## config.mk

```make
export PLATFORM = sky130hd
export DESIGN_NAME = seg_decoder_monitor
export DESIGN_NICKNAME = d
export VERILOG_FILES = /design/src/rtl/seg_decoder_monitor.sv
export SDC_FILE = /design/constraint.sdc
export NUM_CORES = 1
export LEC_CHECK = 0
export ABC_AREA = 1
export CELL_PAD_IN_SITES_DETAIL_PLACEMENT = 1
export CELL_PAD_IN_SITES_GLOBAL_PLACEMENT = 1
export CORE_MARGIN = 3
export CORE_UTILIZATION = 29
export CTS_CLUSTER_DIAMETER = 200
export DETAILED_ROUTE_END_ITERATION = 10
export GPL_TIMING_DRIVEN = 0
export PLACE_DENSITY_LB_ADDON = 0.2
export SLEW_MARGIN = 20
export SYNTH_ARGS = -nofsm -noshare
export SYNTH_HDL_FRONTEND = slang
export SYNTH_SLANG_ARGS = --single-unit
```

## constraint.sdc

```tcl
create_clock -name clk -period 5.9 [get_ports clk]
set_input_delay 0.885 -clock clk [delete_from_list [all_inputs] [get_ports clk]]
set_output_delay 0.885 -clock clk [all_outputs]
set_load 0.05 [all_outputs]
```

## src/rtl/seg_decoder_monitor.sv

```systemverilog
// Readback monitor for a multiplexed active-low 7-segment bus: filters each
// {sel,seg_n} sample for stability, decodes it and reports digit changes.
module seg_decoder_monitor #(
    parameter int NDIG          = 8,
    parameter int STABLE_CYCLES = 4
) (
    input  logic                clk,
    input  logic                clrn,
    input  logic [7:0]          seg_n,
    input  logic [2:0]          sel,
    output logic [4*NDIG-1:0]   digits,
    output logic [NDIG-1:0]     blank_mask,
    output logic [NDIG-1:0]     err_mask,
    output logic [NDIG-1:0]     dp_mask,
    output logic                upd_valid,
    output logic [2:0]          upd_idx,
    output logic [3:0]          upd_nibble,
    output logic                upd_blank,
    output logic                upd_err,
    input  logic                upd_ready,
    output logic                overflow
);

    localparam logic [3:0] CNT_MAX = 4'(STABLE_CYCLES - 1);

    logic [10:0] samp_in;
    logic [10:0] samp_q;
    logic        samp_vld_q;
    logic [3:0]  cnt_q;
    logic        done_q;
    logic        match;
    logic        commit;

    logic [2:0]  cur_idx;
    logic [6:0]  lit;
    logic [3:0]  dec_nib;
    logic        dec_blank;
    logic        dec_err;
    logic        dec_dp;
    logic [3:0]  cur_nib;
    logic        changed;

    assign samp_in = {sel, seg_n};
    // The first sample after reset has no predecessor, so it can never match.
    assign match   = samp_vld_q && (samp_in == samp_q);
    assign commit  = (cnt_q == CNT_MAX) && !done_q;

    assign cur_idx = samp_q[10:8];
    assign lit     = ~samp_q[7:1];
    assign dec_dp  = ~samp_q[0];

    always_comb begin
        dec_nib   = '0;
        dec_blank = 1'b0;
        dec_err   = 1'b0;
        case (lit)
            7'h7E: dec_nib = 4'h0;
            7'h30: dec_nib = 4'h1;
            7'h6D: dec_nib = 4'h2;
            7'h79: dec_nib = 4'h3;
            7'h33: dec_nib = 4'h4;
            7'h5B: dec_nib = 4'h5;
            7'h5F: dec_nib = 4'h6;
            7'h70: dec_nib = 4'h7;
            7'h7F: dec_nib = 4'h8;
            7'h73: dec_nib = 4'h9;
            7'h77: dec_nib = 4'hA;
            7'h1F: dec_nib = 4'hB;
            7'h4E: dec_nib = 4'hC;
            7'h3D: dec_nib = 4'hD;
            7'h4F: dec_nib = 4'hE;
            7'h47: dec_nib = 4'hF;
            7'h00: dec_blank = 1'b1;
            default: dec_err = 1'b1;
        endcase
    end

    assign cur_nib = digits[{cur_idx, 2'b00} +: 4];
    assign changed = ({dec_nib, dec_blank, dec_err} !=
                      {cur_nib, blank_mask[cur_idx], err_mask[cur_idx]});

    // Stability filter: one commit per unbroken run of identical samples.
    always_ff @(posedge clk or negedge clrn) begin
        if (!clrn) begin
            samp_q     <= '0;
            samp_vld_q <= 1'b0;
            cnt_q      <= '0;
            done_q     <= 1'b0;
        end else begin
            samp_q     <= samp_in;
            samp_vld_q <= 1'b1;
            if (match) begin
                if (cnt_q != CNT_MAX)
                    cnt_q <= cnt_q + 4'd1;
                if (commit)
                    done_q <= 1'b1;
            end else begin
                cnt_q  <= '0;
                done_q <= 1'b0;
            end
        end
    end

    always_ff @(posedge clk or negedge clrn) begin
        if (!clrn) begin
            digits     <= '0;
            blank_mask <= '1;
            err_mask   <= '0;
            dp_mask    <= '0;
        end else if (commit) begin
            digits[{cur_idx, 2'b00} +: 4] <= dec_nib;
            blank_mask[cur_idx]           <= dec_blank;
            err_mask[cur_idx]             <= dec_err;
            dp_mask[cur_idx]              <= dec_dp;
        end
    end

    // A load wins over the clear, so a commit during an accepting transfer
    // keeps upd_valid high with the new event.
    always_ff @(posedge clk or negedge clrn) begin
        if (!clrn) begin
            upd_valid  <= 1'b0;
            upd_idx    <= '0;
            upd_nibble <= '0;
            upd_blank  <= 1'b0;
            upd_err    <= 1'b0;
            overflow   <= 1'b0;
        end else if (commit && changed) begin
            if (!upd_valid || upd_ready) begin
                upd_valid  <= 1'b1;
                upd_idx    <= cur_idx;
                upd_nibble <= dec_nib;
                upd_blank  <= dec_blank;
                upd_err    <= dec_err;
            end else begin
                overflow   <= 1'b1;
            end
        end else if (upd_valid && upd_ready) begin
            upd_valid <= 1'b0;
        end
    end

endmodule

```

==> results.md <==
- Peak VDD IR: around 0.00014 V
- Hold WC Path Type: reg -> reg
- Yosys cell types: 43
- Pin count of the biggest net entering global routing: 49
- DR iter-0 viols: about 210
- # DRC: 0
- Setup bufs post-CTS: 0
- Nets: roughly 730
- Post-layout util: 39.3%
- Num CTS Buffers: 9
- FF-to-FF setup slack: 3.11 ns
- Die width: 132 µm
- Clk root buf: clkbuf_16
- Mapped Nets: between 600 and 700
- Synth warnings: 0
- Boundary Pins: just over 80
- Worst skew pair latency: 0.35 ns
- Hold Slack: 0.473 ns
- Crit-path slowest cell: dfrtp_1
- Synth area leaders: dfrtp_1 42%, nand2_1 15%, nor2_1 8.0%
- Critical path's top delay family: buffers and inverters
- Core area: approximately 15000 µm²
- Post-synth EDFFs: 0
- Critical Path Start Type: register
- Fill cell count: 1892
- Placed insts: about 900
- HPWL after DPL: ~13000 µm
- Top-area cell type share of the netlist area: 41.5%
- DR vias/cell: 4.82
- Leading area contributor after synthesis: dfrtp_1
- Pleak: roughly 0.0028 µW
- Metal3 WL: 807 µm
- Met2 WL: approximately 7700 µm
- Worst clock skew: between 0.005 and 0.006 ns
- Top-count cell post-synth: nand2_1
- Final setup violation count: 0
- Synthesized instance count: a little over 600
- Die Y: between 100 and 150 µm
- Post-CTS Hold Fix Bufs: 0
- Slew @ Worst Pin: approximately 0.56 ns
- M1 WL: approximately 7600 µm
- Final hold viol count: 0
- Vias in the first global route: roughly 4800
- CP cell instances: buf_2 > inv_2 > buf_4 > buf_2 > ha_1 > ha_1 > inv_1 > nor3_1 > nand3_1 > nand2_1 > o21ai_0
- H-tree levels: 3
- Gr usage total: between 10% and 20%
- Buffers & Inverters on Critical Path: 5
- CP Class: reg -> reg
- CP Capture Type: register
- WL final: about 16000 µm
- Initial antenna violation count: 0
- Crit path DAT: 2.99 ns
- RSZ-0062 raised after global routing: no
- Fin crit period: approximately 2.8 ns
- P per Cell Area: about 230 nW/µm²
- First-pass GRT wire length: ~26000 µm
- Final Non-Filler Cells: around 900
- Cell Rows: 45
- Worst Path Required: between 6 and 7 ns
- Share of cells above drive strength 1: under 10%
- Commonest cells post-synth: 181 x nand2_1, 98 x nor2_1, 76 x dfrtp_1, 54 x o21ai_0, 43 x nand3_1
- PortBufs: 80
- Ys async rst share: 100%
- Max stage delay on crit path: between 0.4 and 0.5 ns
- Clk buf depth: 2
- Tcrit/Tclk final: 47.3%
- Grt ovf: 0
- Post-cts resize count: 0
- Sinks on Clock Net: 84
- Max Cap Viol: 0
- Fmax: about 360 MHz
- Highest routed metal layer: met4
- Final setup TNS: 0 ns
- Dominant register cell in the synthesized netlist: dfrtp_1
- Synthesis-stage register bit count: 84
- Total Power: 1390 µW
- Clk pin slew, worst setup/hold paths: about 0.060 ns
- Outcome: finished, final reports clean
- Final ANT Viol Nets: 0
- DR WL/cell: approximately 18 µm
- Synth-to-Final Area Change: 31.5%
- Mapped cell area: between 4000 and 5000 µm²
- TritonCTS clock tree: done
- Final GP Congestion: 0.890
- Rel. slew slack: 62.3%
- DRT Pass-1 Iters: 4
- Slew Viols, Final: 0
- Avg Cell Area, Syn: 7.42 µm²
- Critical Path Fanout Max: 11
- Register area share after synthesis: 46.1%
- Initial Util: 29.9%
- Via count: ~4500
- # diodes: 0
- Total Die Area: between 15000 and 20000 µm²
## cells in the final DEF (no fill, tap or decap), types with 3 or more instances in the layout
master | Yosys | final
dfrtp_1 | 76 | 76
clkdlybuf4s50_1 | 0 | 79
inv_2 | 11 | 11
inv_1 | 41 | 41
nor2_1 | 98 | 98
nand2_2 | 10 | 10
a21oi_1 | 14 | 14
clkbuf_16 | 0 | 9
o21ai_0 | 54 | 54
bufinv_16 | 0 | 3
nor3_1 | 4 | 4
nor2_4 | 3 | 3
ha_1 | 6 | 6
nand3b_1 | 4 | 4
nand3_1 | 43 | 43
clkbuf_1 | 3 | 4
nand4_1 | 17 | 17
dfstp_2 | 8 | 8
nand2_1 | 181 | 181
buf_4 | 2 | 3
buf_2 | 6 | 6
or2_2 | 3 | 3
## cell type report
class / count / area [µm²] / area share (%)
Buffer: 14 / 82.6 / 1.37
Clock buffer: 12 / 256 / 4.26
Clock inverter: 4 / 95.1 / 1.58
Inverter: 53 / 199 / 3.30
Multi-Input combinational cell: 466 / 2180 / 36.3
Sequential cell: 84 / 2110 / 35.1
Tap cell: 211 / 264 / 4.39
Timing Repair Buffer: 81 / 826 / 13.7
## through the flow
stage	area [µm²]	setup WS [ns]
final	6020	3.11
after global routing	6020	2.93
after CTS	6020	3.14
after detailed placement	5670	3.17
after global placement	5640	0.795
after floorplan	4580	3.72
## sequential cells by signal, indices dropped and copies added (netlist names)
name / flops
upd_nibble: 4
upd_err: 1
err_mask: 8
cnt_q: 4
dp_mask: 8
blank_mask: 8
samp_q: 11
upd_blank: 1
overflow: 1
done_q: 1
digits: 32
upd_idx: 3
samp_vld_q: 1
upd_valid: 1
## report_power, final
group	leakage, µW	internal, µW	switching [µW]	total [µW]
Clock	0.000173	436	238	674
Sequential	0.00112	580	5.61	586
Combinational	0.00149	40.9	92.0	133
Total	0.00278	1060	335	1390
## worst paths after layout
path / start / endpoint / cells after the start
setup / recovery: samp_q[8] / digits[3] / 11
hold reg to reg: upd_idx[0] / upd_idx[0] / 2
max in group asynchronous: clrn / blank_mask[0] / 2
min in group asynchronous: clrn / dp_mask[0] / 1
hold / removal: upd_idx[0] / upd_idx[0] / 2
setup reg to reg: samp_q[8] / digits[3] / 11
## tightest hold or removal path: cells and delay by family (launching register included)
| kind | cells | cell delay (ns) |
|---|---|---|
| and+or+nand+nor | 2 | 0.10 |
| DFF | 1 | 0.34 |
## per-layer routing
metal,vias to the layer above,GRT usage (%)
li1,2176,-
met1,2168,24.8
met2,100,32.1
met3,16,3.91
met4,0,6.18
met5,-,0
## cells by family after synthesis
group           after synthesis  share of synthesized area (%)
flops                        84                           46.1
xor+xnor                      3                          0.574
simple gates                374                           35.6
buf+inv                      67                           6.15
compound gates               81                           9.59
mux                           1                          0.246
other cells                   1                         0.0819
fa+ha+maj                     6                           1.64
No activity file was read; power rests on OpenSTA's default activity.
